## src/rtl/mem_port_arbiter.sv

```systemverilog
// Arbitrates one single-ported RAM between instruction fetch (read-only) and the data port.
// Each transaction runs IDLE -> ISSUE -> WAIT -> RESP; DM has priority, bounded by a streak limit.
module mem_port_arbiter #(
  parameter int ADDR_W        = 32,
  parameter int DATA_W        = 32,
  parameter int RAM_LATENCY   = 1,
  parameter int MAX_DM_STREAK = 4
) (
  input  logic              clk,
  input  logic              reset,
  input  logic              if_req_valid,
  input  logic [ADDR_W-1:0] if_req_addr,
  output logic              if_req_ready,
  output logic              if_rsp_valid,
  output logic [DATA_W-1:0] if_rsp_data,
  input  logic              dm_req_valid,
  input  logic              dm_req_write,
  input  logic [ADDR_W-1:0] dm_req_addr,
  input  logic [DATA_W-1:0] dm_req_wdata,
  output logic              dm_req_ready,
  output logic              dm_rsp_valid,
  output logic [DATA_W-1:0] dm_rsp_data,
  output logic              ram_read_enable,
  output logic              ram_write_enable,
  output logic [ADDR_W-1:0] ram_address,
  output logic [DATA_W-1:0] ram_data_in,
  input  logic [DATA_W-1:0] ram_data_out,
  output logic              busy
);

  localparam int CNT_W    = (RAM_LATENCY > 1) ? $clog2(RAM_LATENCY) : 1;
  localparam int STREAK_W = $clog2(MAX_DM_STREAK + 1);
  localparam logic [STREAK_W-1:0] STREAK_MAX = STREAK_W'(MAX_DM_STREAK);
  localparam logic [CNT_W-1:0]    WAIT_LOAD  = CNT_W'(RAM_LATENCY - 1);

  typedef enum logic [1:0] {S_IDLE, S_ISSUE, S_WAIT, S_RESP} state_t;

  state_t              state_reg;
  logic                owner_dm_reg;
  logic                write_reg;
  logic [ADDR_W-1:0]   addr_reg;
  logic [DATA_W-1:0]   wdata_reg;
  logic [CNT_W-1:0]    wait_cnt_reg;
  logic [STREAK_W-1:0] streak_reg;
  logic [DATA_W-1:0]   if_rsp_data_reg;
  logic [DATA_W-1:0]   dm_rsp_data_reg;
  logic                grant_dm;
  logic                grant_if;

  // IF only overrides DM once DM has won MAX_DM_STREAK times in a row while IF waited.
  always_comb begin
    grant_dm = (state_reg == S_IDLE) && dm_req_valid &&
               !(if_req_valid && (streak_reg == STREAK_MAX));
    grant_if = (state_reg == S_IDLE) && if_req_valid && !grant_dm;
  end

  assign dm_req_ready     = grant_dm;
  assign if_req_ready     = grant_if;
  assign ram_read_enable  = (state_reg == S_ISSUE) && !write_reg;
  assign ram_write_enable = (state_reg == S_ISSUE) && write_reg;
  assign ram_address      = (state_reg == S_ISSUE) ? addr_reg  : '0;
  assign ram_data_in      = (state_reg == S_ISSUE) ? wdata_reg : '0;
  assign if_rsp_valid     = (state_reg == S_RESP) && !owner_dm_reg;
  assign dm_rsp_valid     = (state_reg == S_RESP) && owner_dm_reg;
  assign if_rsp_data      = if_rsp_data_reg;
  assign dm_rsp_data      = dm_rsp_data_reg;
  assign busy             = (state_reg != S_IDLE);

  always_ff @(posedge clk or negedge reset) begin
    if (!reset) begin
      state_reg       <= S_IDLE;
      owner_dm_reg    <= 1'b0;
      write_reg       <= 1'b0;
      addr_reg        <= '0;
      wdata_reg       <= '0;
      wait_cnt_reg    <= '0;
      streak_reg      <= '0;
      if_rsp_data_reg <= '0;
      dm_rsp_data_reg <= '0;
    end else begin
      case (state_reg)
        S_IDLE: begin
          if (grant_dm || grant_if) begin
            owner_dm_reg <= grant_dm;
            write_reg    <= grant_dm && dm_req_write;
            addr_reg     <= grant_dm ? dm_req_addr  : if_req_addr;
            wdata_reg    <= grant_dm ? dm_req_wdata : '0;
            state_reg    <= S_ISSUE;
          end
          if (grant_if) begin
            streak_reg <= '0;
          end else if (grant_dm) begin
            if (!if_req_valid)
              streak_reg <= '0;
            else if (streak_reg != STREAK_MAX)
              streak_reg <= streak_reg + 1'b1;
          end
        end
        S_ISSUE: begin
          wait_cnt_reg <= WAIT_LOAD;
          state_reg    <= S_WAIT;
        end
        S_WAIT: begin
          if (wait_cnt_reg == '0) begin
            // Capture straight into the owner's data register so RESP has no path from the RAM.
            if (owner_dm_reg)
              dm_rsp_data_reg <= write_reg ? '0 : ram_data_out;
            else
              if_rsp_data_reg <= ram_data_out;
            state_reg <= S_RESP;
          end else begin
            wait_cnt_reg <= wait_cnt_reg - 1'b1;
          end
        end
        S_RESP: state_reg <= S_IDLE;
        default: state_reg <= S_IDLE;
      endcase
    end
  end

endmodule
```

## config.mk

```make
export PLATFORM = sky130hd
export DESIGN_NAME = mem_port_arbiter
export DESIGN_NICKNAME = d
export VERILOG_FILES = /design/src/rtl/mem_port_arbiter.sv
export SDC_FILE = /design/constraint.sdc
export NUM_CORES = 1
export LEC_CHECK = 0
export BUFFER_PORTS_ARGS = -buffer_cell sky130_fd_sc_hd__buf_2
export CORE_ASPECT_RATIO = 1.2
export CORE_MARGIN = 5
export CORE_UTILIZATION = 40
export CTS_BUF_LIST = sky130_fd_sc_hd__clkbuf_8
export DETAILED_ROUTE_END_ITERATION = 10
export GPL_TIMING_DRIVEN = 0
export PLACE_DENSITY = 0.71
export SETUP_SLACK_MARGIN = 0.05
export SYNTH_ARGS = -nofsm -noshare
export SYNTH_HDL_FRONTEND = slang
export SYNTH_SLANG_ARGS = --single-unit
```

## constraint.sdc

```tcl
create_clock -name clk -period 2.3 [get_ports clk]
set_clock_uncertainty 0.15 [all_clocks]
set_input_delay 0.23 -clock clk [delete_from_list [all_inputs] [get_ports clk]]
set_output_delay 0.23 -clock clk [all_outputs]
set_load 0.02 [all_outputs]
```

After elaboration in Yosys (flattened, before gate mapping)
Cells that the tools add are included.

Register bits: 136. Logic and storage cells: 59.

Add/sub/neg operators: 2. Equality and inequality tests: 8. Mux-type cells: 14. Bitwise gates (word level): 2. Reductions and logical operators: 24.

Operators by type and width (number): 2-to-1 mux 32 bit (5); 2-to-1 mux 3 bit (4); logical AND 1 bit (10); AND reduction 3 bit (3); one-hot mux 2 bit (4 select lines) (1); nonzero test 2 bit (3); == test 2 bit (second input constant) (2); logical NOT 1 bit (4); 2-to-1 mux 2 bit (2); AND reduction 2 bit (2); adder 3 x 1 -> 3 bit (second input constant) (1); == test 3 bit (second input constant) (1); inequality test 3 x 1 -> 1 bit (second input constant) (1); inequality test 3 bit (second input constant) (1); == test 2 x 1 -> 1 bit (second input constant) (1); logical NOT 2 bit (1); inequality test 2 x 1 -> 1 bit (second input constant) (1); inequality test 2 bit (second input constant) (1); NOT 1 bit (2); one-hot mux 1 bit (2 select lines) (1); logical OR 1 bit (1); 2-to-1 mux 1 bit (1); subtractor 1 bit (second input constant) (1).

Depth between registers and ports, before layout
Word-level depth: 9. Gate-level depth with buffers: 7. Mapped depth without buffers: 5.

Worst setup path before layout
No wires, ideal clock.

Path type: flip-flop to flip-flop. Start: register state_reg[0]. End: register addr_reg[29]. Data arrival time: 1.623 ns. Required time: 2.025 ns. Path slack: 0.402 ns. Stages on the path, launching flop included: 8. Path buffers: 2. Cells stage by stage: dfrtp_1 -> inv_1 -> ha_1 -> nand2_1 -> a31oi_1 -> buf_2 -> buf_4 -> mux2_2.

Longest elaborated chain between the ends: 7. Elaborated cells on any way between the ends: 9.

RTL lines: start, declared (line 38) `state_t state_reg;`; start signal, assigned (line 71) `state_reg <= S_IDLE;`; start signal, assigned (line 88) `state_reg <= S_ISSUE;`; start signal, assigned (line 101) `state_reg <= S_WAIT;`; logical NOT 2 bit (*) (line 52, 54, 81); logical AND 1 bit (2 in a row) (line 52) `grant_dm = (state_reg == S_IDLE) && dm_req_valid &&`; logical NOT 1 bit (line 54) `grant_if = (state_reg == S_IDLE) && if_req_valid && !grant_dm;`; logical AND 1 bit (line 54); logical OR 1 bit (line 83) `if (grant_dm || grant_if) begin`; AND reduction 2 bit (no line); end signal, assigned (line 86) `addr_reg <= grant_dm ? dm_req_addr : if_req_addr;`; end, declared (line 41) `logic [ADDR_W-1:0] addr_reg;`.

Every way passes the cells marked *; elsewhere a longest branch is shown, timed or not. A chain may end at the register's enable or synchronous reset.

Worst setup path after layout
Start: register state_reg[0]. End: output port ram_data_in[19].

Longest elaborated chain between the ends: 2.

RTL lines: == test 2 x 1 -> 1 bit (line 62) `assign ram_data_in = (state_reg == S_ISSUE) ? wdata_reg : '0;`; 2-to-1 mux 32 bit (line 62); end, declared (line 26) `output logic [DATA_W-1:0] ram_data_in,`.

Every way passes these cells.

==> metrics.cfg <==
[floorplan]
die_area_mm2 = 0.01889
start_util = 0.4038
rows = 51
core_mm2 = 0.01608
die_w_um = 126.3
die_h_um = 149.6
ios = 268

[finish]
drive_above_1_share = 0.4303
utilization = 0.6233
multi_input_comb_area_mm2 = 0.002810
register_area_mm2 = 0.003378
antennaDiodeCount = 0
final_area_mm2 = 0.01002
fillers = 1263
area_growth_pct = 54.36
final_nets = 1131
final_cells = 1216

[global_route]
grt_pass1_wl_um = 31180
grt_pass1_vias = 6098
antenna_found_initial = 0
grt_max_degree = 75
grt_usage = 0.2078
overflow = 0

[clocking]
clkTransAtPathRegs_ns = 0.08
htreeDepth = 4
cts_sinks = 135
clk_latency_ns = 0.43
max-clock-path-buffers = 2
root_buffer = clkbuf_8
cts_buffers = 17
cts_tree = yes

[detailed_routing]
wl_um = 19490
vias = 5662
drtIter0Drc = 228
vias_per_cell = 4.656
drc = 0
first_pass_iters = 4
wire_per_inst_um = 16.03
ant_nets = 0

[timing]
hold_violations = 0
period_share = 0.9560
setup_viol = 0
relSlewSlack = 0.5868
min_period_ns = 2.199
holdWs_ns = 0.2192
fin_setup_tns_ns = 0
slew_viol_final = 0
rsz0062_at_grt = true
fmax_ghz = 0.4548
worstMarginPinSlew_ns = 0.6198

[flow_run]
maxCapViolCount = 0

[pwr]
power_density_mw_per_mm2 = 1225
power_leakage_uw = 0.005180
ir_drop_uv = 585.0

[synth]
syn_nets = 702
yosys_warnings = 0
synth_top_family_by_area = multiplexers
avgSynthCellArea_um2 = 11.55
synth_simple_gate_area_frac = 0.1439
synth-compound-area-share = 0.03218
synth_adder_area_share = 0.01349
ys_seq_area_frac = 0.5202
netlist_area_mm2 = 0.006494
synth_seq_cells = 135
synth.area.mux_share = 0.2385
synthCells = 562
synth-xor-area-share = 0
synth_cell_types = 26

[placement]
io_buffers = 267
gp_congestion = 0.7956
dp.cells = 1042
dp_hpwl_um = 12770
placed_cell_area_mm2 = 0.008129

[critical_path]
crit_arrival_ns = 1.82
critical_path.top_delay_family = buffers and inverters
critPathRequiredTime_ns = 1.92
slowest_delay_ns = 0.42
r2r_cells = 7
end_kind = output port
crit_top_cell = buf_4
cp.depth = 6
crit_chain = buf_4 > ha_4 > clkbuf_16 > buf_4 > and2_1 > buf_2
cp_slowest_cell = dfrtp_1
path_class = register to output port
critPathBufInv = 4
worstSetupStartpointType = register
crit_path_max_fanout = 10

[min_path]
hold_path_class = primary input to async pin

[status]
status = completed

[cell usage after synthesis]
master    instances  area share
a21o_1            1      0.0012
a21oi_1           1     0.00077
a31o_1            1      0.0013
a31oi_1           1     0.00096
a32o_1            1      0.0015
and2_1           67       0.065
buf_2             4      0.0031
buf_4             7      0.0081
buf_6             4      0.0069
clkbuf_1         20       0.012
dfrtp_1         135        0.52
ha_1              7       0.013
inv_1            38       0.022
mux2_1            3      0.0052
mux2_2           63        0.11
mux2_4           31       0.072
mux2i_1          34       0.052
nand2_1          70       0.040
nand2_4           1      0.0017
nand2b_1         34       0.033
nor2_1            1     0.00058
nor2b_1           2      0.0019
nor3_1            1     0.00077
nor3b_1           1      0.0012
o21ai_0          33       0.025
o22ai_1           1     0.00096
[power breakdown]
| group | internal [µW] | total (µW) | switching [µW] |
|---|---|---|---|
| Sequential | 3500 | 4080 | 583 |
| Clock | 889 | 1870 | 980 |
| Combinational | 3000 | 6330 | 3330 |
[through the flow]
stage | total power (µW) | setup slack, ns
CTS | 12210 | 0.01471
global route | 13120 | 0.01634
global placement | 9806 | -1.117
finish | 12280 | 0.1011
floorplan | 8076 | 0.4019
detailed placement | 9956 | -0.1605
[layout by cell type, fill, tap and decap left out, types with 3 or more instances in the layout]
| cell | count |
|---|---|
| clkinv_4 | 3 |
| mux2i_1 | 34 |
| nand2_1 | 69 |
| o21ai_0 | 33 |
| clkbuf_1 | 12 |
| buf_6 | 7 |
| dlygate4sd3_1 | 133 |
| mux2_1 | 3 |
| and2_1 | 67 |
| mux2_4 | 31 |
| inv_6 | 3 |
| inv_1 | 37 |
| clkbuf_8 | 19 |
| dfrtp_1 | 135 |
| mux2_2 | 63 |
| clkinvlp_4 | 4 |
| nand2b_1 | 34 |
| buf_4 | 22 |
| ha_1 | 5 |
| buf_2 | 264 |
[worst register-to-register path, stage by stage, from the launching register on]
cell	delay [ns]
dfrtp_1	0.40
inv_2	0.07
buf_4	0.14
ha_1	0.23
nand2b_1	0.08
clkbuf_1	0.21
buf_2	0.31
mux2_2	0.38
[final cells by class]
class / instances / area share
Inverter: 38 / 0.01423
Clock inverter: 14 / 0.01261
Timing Repair Buffer: 411 / 0.2786
Multi-Input combinational cell: 354 / 0.2804
Clock buffer: 18 / 0.02472
Sequential cell: 135 / 0.3370
Tap cell: 212 / 0.02646
Buffer: 34 / 0.02596
[layer usage]
metal	track usage	vias to the layer above	wire length [µm]
li1	-	2683	-
met1	0.2333	2717	7672
met2	0.3682	214	9956
met3	0.06533	48	1276
met4	0.08047	0	582
met5	0	-	0
[logic make-up after synthesis]
logic type | after synthesis
AND/OR/NAND/NOR | 177
multiplexers | 131
buffers and inverters | 73
flip-flops | 135
AO/OA/AOI/OAI | 39
adder cells (fa/ha/maj) | 7
[final timing paths]
check	slack, ns	startpoint	to
max in group asynchronous	1.00	reset	wdata_reg[27]
max reg2reg	0.22	state_reg[0]	if_rsp_data[29]
max	0.10	state_reg[0]	ram_data_in[19]
min in group clk	0.33	dm_rsp_data[24]	dm_rsp_data[24]
min reg2reg	0.33	dm_rsp_data[24]	dm_rsp_data[24]
min	0.22	reset	dm_rsp_data[9]
[what timing repair did]
action,in CTS,in global routing
hold buffers,132,1
buffers inserted,2,8
setup endpoints to repair,67,45
pin swaps,0,1
endpoints found under the hold margin,194,1
resized for setup,25,13
Power figures use the tool's default switching activity.
